==> config.mk <==
export PLATFORM = sky130hd
export DESIGN_NAME = fetch_sequencer
export DESIGN_NICKNAME = d
export VERILOG_FILES = /design/src/rtl/fetch_sequencer.sv
export SDC_FILE = /design/constraint.sdc
export NUM_CORES = 1
export LEC_CHECK = 0
export ABC_AREA = 1
export BUFFER_PORTS_ARGS = -buffer_cell sky130_fd_sc_hd__buf_2
export CAP_MARGIN = 20
export CORE_UTILIZATION = 48
export DETAILED_ROUTE_END_ITERATION = 10
export PLACE_DENSITY = 0.82
export SYNTH_ARGS = -nofsm -noshare
export SYNTH_HDL_FRONTEND = slang
export SYNTH_SLANG_ARGS = --single-unit
==> constraint.sdc <==
create_clock -name i_clk -period 1.7 [get_ports i_clk]
set_input_delay 0.34 -clock i_clk [delete_from_list [all_inputs] [get_ports i_clk]]
set_output_delay 0.34 -clock i_clk [all_outputs]
set_load 0.01 [all_outputs]
==> src/rtl/fetch_sequencer.sv <==
// rtl/fetch_sequencer.sv - instruction-fetch controller: next-PC selection and imem req/ack sequencing
module fetch_sequencer #(
    parameter int PC_BITS        = 8,
    parameter int INST_MEM_DEPTH = 128,
    parameter int RESET_VECTOR   = 0
) (
    input  logic               i_clk,
    input  logic               i_nrst,
    input  logic               i_start,
    input  logic               i_halt,
    input  logic               i_stall,
    input  logic               i_branch_valid,
    input  logic [PC_BITS-1:0] i_branch_target,
    output logic               o_imem_req,
    output logic [PC_BITS-1:0] o_imem_addr,
    input  logic               i_imem_ack,
    output logic [PC_BITS-1:0] o_pc_next,
    output logic               o_fetch_valid,
    output logic [PC_BITS-1:0] o_fetch_pc,
    output logic [1:0]         o_state,
    output logic               o_fault
);

    localparam logic [1:0] S_IDLE  = 2'd0;
    localparam logic [1:0] S_FETCH = 2'd1;
    localparam logic [1:0] S_HALT  = 2'd2;
    localparam logic [1:0] S_FAULT = 2'd3;

    localparam logic [PC_BITS:0]   DEPTH_EXT = (PC_BITS+1)'(INST_MEM_DEPTH);
    localparam logic [PC_BITS-1:0] PC_LAST   = PC_BITS'(INST_MEM_DEPTH - 1);
    localparam logic [PC_BITS-1:0] PC_RESET  = PC_BITS'(RESET_VECTOR);

    logic [1:0]         r_state;
    logic [PC_BITS-1:0] r_pc;
    logic               r_fetch_valid;
    logic [PC_BITS-1:0] r_fetch_pc;
    logic               r_fault;

    logic               w_req;
    logic               w_accept;
    logic               w_branch_illegal;
    logic [PC_BITS-1:0] w_pc_inc;
    logic [1:0]         w_state_nxt;
    logic [PC_BITS-1:0] w_pc_nxt;
    logic               w_fault_nxt;

    assign w_req    = (r_state == S_FETCH) && !i_stall;
    assign w_accept = w_req && i_imem_ack;

    // Extra top bit so targets at or above the depth are caught even when depth == 2**PC_BITS.
    assign w_branch_illegal = i_branch_valid && ({1'b0, i_branch_target} >= DEPTH_EXT);
    assign w_pc_inc         = (r_pc == PC_LAST) ? '0 : r_pc + 1'b1;

    always_comb begin
        w_state_nxt = r_state;
        w_pc_nxt    = r_pc;
        w_fault_nxt = r_fault;
        case (r_state)
            S_IDLE: begin
                if (i_start) w_state_nxt = S_FETCH;
            end
            S_FETCH: begin
                if (w_branch_illegal) begin
                    w_state_nxt = S_FAULT;
                    w_fault_nxt = 1'b1;
                end else begin
                    if (i_branch_valid)  w_pc_nxt = i_branch_target;
                    else if (w_accept)   w_pc_nxt = w_pc_inc;
                    if (i_halt)          w_state_nxt = S_HALT;
                end
            end
            S_HALT: begin
                if (i_start && !i_halt) w_state_nxt = S_FETCH;
            end
            default: begin
                w_state_nxt = S_FAULT;
                w_fault_nxt = 1'b1;
            end
        endcase
    end

    always_ff @(posedge i_clk or negedge i_nrst) begin
        if (!i_nrst) begin
            r_state       <= S_IDLE;
            r_pc          <= PC_RESET;
            r_fetch_valid <= 1'b0;
            r_fetch_pc    <= '0;
            r_fault       <= 1'b0;
        end else begin
            r_state       <= w_state_nxt;
            r_pc          <= w_pc_nxt;
            r_fault       <= w_fault_nxt;
            r_fetch_valid <= w_accept;
            if (w_accept) r_fetch_pc <= r_pc;
        end
    end

    assign o_imem_req    = w_req;
    assign o_imem_addr   = r_pc;
    assign o_pc_next     = r_pc;
    assign o_fetch_valid = r_fetch_valid;
    assign o_fetch_pc    = r_fetch_pc;
    assign o_state       = r_state;
    assign o_fault       = r_fault;

endmodule

# After elaboration in Yosys (flattened, before gate mapping)
# Index checks and enable logic that the tools add are counted.
classes:
  n_addsub: 1
  n_lt_le_gt_ge: 1
  reduce_logical: 12
  eq_ne: 7
  bitwise: 2
  mux: 10
op_table:
  columns: ["op", "n"]
  rows:
  - ["2-to-1 mux 8 bit", 3]
  - ["adder 8 x 1 -> 8 bit, second input constant", 1]
  - ["== test 8 x 7 -> 1 bit, second input constant", 1]
  - [">= comparator 8 bit, second input constant", 1]
  - ["2-to-1 mux 2 bit", 4]
  - ["!= test 2 bit, second input constant", 3]
  - ["one-hot mux 2 bit (3 select lines)", 1]
  - ["AND reduction 3 bit", 2]
  - ["logical AND 1 bit", 4]
  - ["!= test 3 bit, second input constant", 1]
  - ["== test 2 x 1 -> 1 bit, second input constant", 1]
  - ["== test 2 bit, second input constant", 1]
  - ["zero test 1 bit", 2]
  - ["zero test 2 bit", 1]
  - ["inverter 1 bit", 2]
  - ["one-hot mux 1 bit (2 select lines)", 1]
  - ["AND reduction 2 bit", 1]
  - ["nonzero test 2 bit", 1]
  - ["OR reduction 2 bit", 1]
  - ["2-to-1 mux 1 bit", 1]
totals:
  in_bits: 15
  output_inout_bits: 29
  word_cells: 38
  regBits: 20

# Depth between registers and ports, before layout
# Gate-level depths: netlist of the first run.
depth:
  ltp_word: 5
  mapped_depth: 10
  ltp_nobuf: 10

# Least setup slack after synthesis of the first run
# OpenSTA, ideal clock, no wires.
synth_timing:
  kind: "register to register"
  from: "reg r_pc[0] (netlist: o_imem_addr[0])"
  to: "reg r_pc[7] (netlist: o_imem_addr[7])"
  stages_incl_launch_ff: 11
  period_less_slack_ns: 1.306
  setup_ns: 0.113
  path_buffers: 0
  t_arrival_ns: 1.193
  required_time_ns: 1.587
  path_slack_ns: 0.394
  cell_sequence: "dfrtp_1 ha_1 nand2_2 nor2_2 nand2_1 nand2_1 nand2_1 nand2_1 nand2_1 nand2_1 inv_1"
synth_between:
  elab_chain_len: 4
  elab_cells_between_ends: 5
synth_rtl:
  columns: ["element", "line", "rtl"]
  rows:
  - ["start: declaration", "34", "logic [PC_BITS-1:0] r_pc;"]
  - ["start signal: assignment", "91", "r_pc <= w_pc_nxt;"]
  - ["adder 8 x 1 -> 8 bit or == test 8 x 7 -> 1 bit (tied branches)", "52", "assign w_pc_inc = (r_pc == PC_LAST) ? '0 : r_pc + 1'b1;"]
  - ["2-to-1 mux 8 bit (*)", "52", null]
  - ["2-to-1 mux 8 bit (*)", "68", "else if (w_accept) w_pc_nxt = w_pc_inc;"]
  - ["2-to-1 mux 8 bit (*)", "67", "if (i_branch_valid) w_pc_nxt = i_branch_target;"]
# Mark *: on every way between the ends. The rest lies on a longest branch, timed or not. The select of a mux whose other input is x is not followed.
# A chain may end at the register's enable or synchronous reset.

# Worst setup path after layout of the first run
layout_timing:
  from: "reg r_state[1] (netlist: o_state[1])"
  to: "out o_imem_req"
layout_between:
  elab_chain_len: 2
layout_rtl:
  columns: ["element", "line", "rtl"]
  rows:
  - ["start: declaration", "33", "logic [1:0] r_state;"]
  - ["start signal: assignment", "90", "r_state <= w_state_nxt;"]
  - ["== test 2 x 1 -> 1 bit", "47", "assign w_req = (r_state == S_FETCH) && !i_stall;"]
  - ["logical AND 1 bit", "47", null]
  - ["end: declaration", "14", "output logic o_imem_req,"]
# Every way passes these cells.

==> results of run 1 <==
routing by layer:
metal,GRT usage,share of wire
met5,0,0
met4,0.0833,0.020
met3,0.0273,0.054
met2,0.327,0.45
met1,0.284,0.47
critical path: stages (launching register included):
cell	delay [ns]
dfrtp_1	0.45
inv_2	0.07
nand2_1	0.10
nor2_1	0.10
buf_2	0.13
worst paths after layout:
path                                                  from                          to  slack, ns  cells after the start
worst min register to register         o_fault$_DFFE_PN0P_         o_fault$_DFFE_PN0P_       0.49                      1
worst min-delay path                    i_branch_target[6]  o_imem_addr[6]$_DFFE_PN0P_       0.32                      5
worst max register to register  o_imem_addr[0]$_DFFE_PN0P_  o_imem_addr[3]$_DFFE_PN0P_       0.23                      8
worst max-delay path                o_state[1]$_DFFE_PN0P_                  o_imem_req       0.22                      4
max in group asynchronous                           i_nrst  o_imem_addr[0]$_DFFE_PN0P_       0.91                      2
min in group asynchronous                           i_nrst  o_imem_addr[4]$_DFFE_PN0P_       0.50                      2
per-stage QoR:
step	area, µm²	worst slack, ns
4_1_cts	1360	0.203
5_1_grt	1360	0.120
6_report	1360	0.219
3_5_place_dp	1320	0.280
2_1_floorplan	1140	0.394
3_3_place_gp	1320	0.394
registers in the layout (all words and copies together) (netlist names):
register and flops:
o_fault 1, o_fetch_valid 1, o_state 2, o_imem_addr 8, o_fetch_pc 8
timing repair:
action / in CTS / in global routing
hold buffers: 1 / 0
endpoints found under the setup margin: 0 / 0
endpoints found under the hold margin: 20 / 0
kinds of logic after synthesis:
kind of cell,count (synthesis)
flops,20
simple gates,82
fa+ha+maj,1
buf+inv,28
compound gates,20
cell type report:
class | instances | area (µm²)
clock buffers | 4 | 36.3
fillers | 208 | 851
inverters | 18 | 72.6
multi-input cells | 103 | 492
flip-flops and latches | 20 | 500
well taps | 28 | 35.0
repair buffers | 44 | 225
layout by cell type, fill, tap and decap left out:
master / instances
a21oi_1: 1
nor3_2: 1
inv_1: 14
clkbuf_8: 1
nor2_1: 10
buf_2: 43
o21bai_1: 1
o21ai_0: 17
nand2_4: 2
clkbuf_4: 3
nand2_2: 1
a21oi_4: 1
ha_1: 1
nor2_2: 1
nand4_1: 1
nor2_4: 1
inv_6: 1
nand3_4: 1
nand2_1: 58
nand3_1: 6
inv_2: 3
dlygate4sd3_1: 1
dfrtp_1: 20
report_power, final:
part / switching, W / internal (W) / total, W
Clock: 0.000140 / 0.000131 / 0.000271
Sequential: 0.000209 / 0.000672 / 0.000880
Combinational: 0.000628 / 0.000406 / 0.00103
Total: 0.000976 / 0.00121 / 0.00218
==> results.json, run 1 <==
{
  "ant_nets": 0,
  "synth_seq_cells": 20,
  "antennaDiodeCount": 0,
  "synthCells": 151,
  "cts_root_buf": "clkbuf_4",
  "maxCapViolations": 0,
  "synth_most_common_cell": "nand2_1",
  "vias": 1062,
  "synth_cell_types": 21,
  "drt_wl_total_um": 2330,
  "finClkSkew_ns": 0.00285,
  "power_w": 0.00218,
  "fin_hold_ws_ns": 0.318,
  "dp_cells": 212,
  "path_class": "register to output port",
  "viasPerCell": 4.89,
  "synth_xor_area_frac": 0,
  "required_ns": 1.36,
  "numPortBuffers": 43,
  "synthAdderAreaFrac": 0.0110,
  "coreArea_um2": 2210,
  "ir_drop_uv": 927,
  "routabilityCongestion": 0.902,
  "fin_util": 0.615,
  "synth_simple_gate_area_share": 0.321,
  "timing.slew.headroom": 0.713,
  "drt_iter0_markers": 62,
  "die_area_um2": 2570,
  "antenna_found_initial": 0,
  "ys_seq_area_frac": 0.440,
  "overflow": 0,
  "synth-main-ff-cell": "dfrtp_1",
  "worst_pin_slew_ns": 0.431,
  "syn_nets": 167,
  "clock_path_buffers": 2,
  "fmaxAchievable_mhz": 675,
  "status": "finished, final reports clean",
  "finalSetupViolations": 0,
  "cts_resized": 0,
  "leakagePower_nw": 0.790,
  "fin_crit_sh": 0.871,
  "die_h_um": 50.7,
  "cts-buffers-inserted": 3,
  "stdcell_count": 217,
  "fp.dieW_um": 50.7,
  "netlist_area_um2": 1140,
  "grt_usage": 0.206,
  "grt_pass1_wl_um": 3970,
  "initial_core_util": 0.514,
  "cts.clk_slew.worst_paths_ns": 0.11,
  "grt_max_degree": 21,
  "drc": 0,
  "cp-start-kind": "register",
  "synth_top_family_by_area": "simple AND/OR/NAND/NOR gates",
  "worstPathArrival_ns": 1.14,
  "crit_fanout": 4,
  "clock-sinks": 20,
  "wl_per_cell_um": 10.7,
  "rows": 17,
  "post-route-min-period_ns": 1.48,
  "htree_levels": 1,
  "rsz0062_at_grt": "false",
  "synth-async-reset-ratio": 1.00,
  "synth_area_leaders": "dfrtp_1 (44%), nand2_1 (19%), o21ai_0 (7.5%)",
  "clock_latency_ns": 0.30,
  "hpwlAfterDp_um": 1800,
  "fin_nets": 206,
  "final_max_slew_viol_count": 0,
  "yosysWarnings": 0,
  "hold_violations": 0,
  "synth_top_area_frac": 0.440,
  "cts_tree": "built",
  "first_global_vias": 908,
  "synthMuxAreaShare": 0,
  "synth.top_cells.by_count": "nand2_1 (58), dfrtp_1 (20), o21ai_0 (17), inv_1 (14), nor2_1 (10)",
  "synth_top_cell_by_area": "dfrtp_1",
  "drive_gt1_frac": 0.312,
  "drt_first_pass_iters": 4,
  "hp-class": "input pin to register",
  "cts_setup_buffers": 0,
  "endpoint_kind": "output port",
  "setup_tns_ns": 0,
  "avgSynthCellArea_um2": 7.53,
  "area_growth_syn_to_layout_pct": 19.7,
  "synth_compound_area_frac": 0.100,
  "synth-edff-count": 0,
  "io_pins": 44,
  "power_density_nw_per_um2": 1600
}
Power figures use the tool's default switching activity.
==> inputs of run 2 (changes only) <==
--- a/config.mk
+++ b/config.mk
@@ -10,6 +10,7 @@
 export CAP_MARGIN = 20
 export CORE_UTILIZATION = 48
 export DETAILED_ROUTE_END_ITERATION = 10
+export GPL_TIMING_DRIVEN = 0
 export PLACE_DENSITY = 0.82
 export SYNTH_ARGS = -nofsm -noshare
 export SYNTH_HDL_FRONTEND = slang
==> run 2 against run 1 <==
  * Flip-flop and latch count is the same
  * Non-clock buffer count increased by 9
  * Critical path depth is the same
  * Cell area rose by 5.0%
  * Setup slack got worse by 0.026 ns
  * Count of clock-buffer cells in the layout unchanged
  * Largest cell class unchanged
  * Utilization rose by 3.1 points
  * Clock skew grew 0.0094 ns
  * Wire length increased by 6.7%
  * First-iteration DRC count shrank 55%
  * Die area unchanged
  * Sequential power is 0.7% higher
==> results.json, run 2 (synthesized netlist as in run 1, its figures left out) <==
{
  "status": "finished, final reports clean",
  "power_w": 0.00232,
  "clock_latency_ns": 0.31,
  "die_area_um2": 2570,
  "coreArea_um2": 2210,
  "area_growth_syn_to_layout_pct": 25.6,
  "final_max_slew_viol_count": 0,
  "first_global_vias": 942,
  "post-route-min-period_ns": 1.51,
  "crit_chain": "inv_2 -> nand2_1 -> nor2_1 -> buf_2",
  "die_h_um": 50.7,
  "fmaxAchievable_mhz": 664,
  "worstSetupPathDepth": 4,
  "drive_gt1_frac": 0.343,
  "overflow": 0,
  "ir_drop_uv": 841,
  "crit_end": "o_imem_req",
  "grt_pass1_wl_um": 4030,
  "cts.clk_slew.worst_paths_ns": 0.12,
  "rsz0062_at_grt": "false",
  "cts_resized": 0,
  "crit_fanout": 4,
  "dpl_worst_slack_ns": 0.312,
  "required_ns": 1.36,
  "maxCapViolations": 0,
  "cp_num_buf_inv": 2,
  "io_pins": 44,
  "cp-start-kind": "register",
  "timing.slew.headroom": 0.709,
  "fin_crit_sh": 0.886,
  "leakagePower_nw": 0.834,
  "fin_ws_ns": 0.193,
  "rows": 17,
  "grt_usage": 0.208,
  "hold_violations": 0,
  "vias": 1101,
  "antenna_found_initial": 0,
  "finalSetupViolations": 0,
  "initial_core_util": 0.514,
  "hpwlAfterDp_um": 1880,
  "ant_nets": 0,
  "clock_path_buffers": 2,
  "hp-class": "input pin to register",
  "drt_first_pass_iters": 4,
  "cts_tree": "built",
  "routabilityCongestion": 0.854,
  "path_class": "register to output port",
  "antennaDiodeCount": 0,
  "drt_iter0_markers": 28,
  "crit_path_start": "o_state[1]$_DFFE_PN0P_",
  "wl_per_cell_um": 11.0,
  "fin_hold_ws_ns": 0.306,
  "finClkSkew_ns": 0.0122,
  "numPortBuffers": 42,
  "htree_levels": 1,
  "viasPerCell": 4.87,
  "drt_wl_total_um": 2490,
  "endpoint_kind": "output port",
  "worstPathArrival_ns": 1.17,
  "final_common_cell": "nand2_1",
  "drc": 0,
  "reg2regPathDepth": 10,
  "r2r-end": "o_imem_addr[7]$_DFFE_PN0P_",
  "slowest_stage": "dfrtp_1",
  "power_density_nw_per_um2": 1620,
  "cts_root_buf": "clkbuf_4",
  "fp.dieW_um": 50.7,
  "r2r_start": "o_imem_addr[0]$_DFFE_PN0P_",
  "clock-sinks": 20,
  "cp_top_family": "flip-flops",
  "setup_tns_ns": 0,
  "grt_max_degree": 21,
  "cts-buffers-inserted": 3,
  "reg2reg_slack_ns": 0.22,
  "fin_nets": 215,
  "worst_pin_slew_ns": 0.436,
  "max_stage_delay_ns": 0.45,
  "final_cell_mix": "nand2_1 (58), buf_2 (43), dfrtp_1 (20)",
  "holdPathStages": 5
}
-- run 2: worst min path at each step --
stage	from	endpoint	slack, ns
after global routing	i_branch_target[0]	o_imem_addr[0]$_DFFE_PN0P_	0.35
final	i_branch_target[0]	o_imem_addr[0]$_DFFE_PN0P_	0.31
after CTS	i_branch_target[0]	o_imem_addr[0]$_DFFE_PN0P_	0.31
after detailed placement	i_nrst	o_fetch_pc[2]$_DFFE_PN0P_	0.31
after global placement	i_nrst	o_fetch_valid$_DFF_PN0_	0.30
after floorplan	i_nrst	o_fault$_DFFE_PN0P_	0.04
-- run 2: per-stage QoR --
step	cell area, µm²	instances	utilization
floorplan	1140	151	-
global route	1430	226	0.646
detailed placement	1380	221	0.625
CTS	1430	226	0.646
global placement	1380	221	0.625
finish	1430	226	0.646
-- run 2: per-layer routing --
metal	GRT usage	up-vias	routed length (µm)
li1	-	557	-
met1	0.267	494	1090
met2	0.360	45	1220
met3	0.0333	5	150
met4	0.0602	0	34
met5	0	-	0
-- run 2: final cells by class --
cell class	count	area [µm²]
buffer	10	72.6
clock buffer	4	36.3
fill	208	783
inverter	18	72.6
multi-input combinational	103	492
sequential	20	500
tap	28	35.0
timing repair buffer	43	220
-- run 2: tightest hold or removal path: cells and delay by family --
family / cells / cell delay (ns)
AND/OR/NAND/NOR: 4 / 0.17
buffers and inverters: 1 / 0.07
-- run 2: power by group --
part           switching, W  internal [W]
Clock              0.000151      0.000131
Combinational      0.000648      0.000506
Sequential         0.000215      0.000671
-- run 2: repair_timing --
item / 4_1_cts / 5_1_grt
hold buffers: 1 / 0
setup buffers: 0 / 0
hold endpoints to repair: 20 / 0
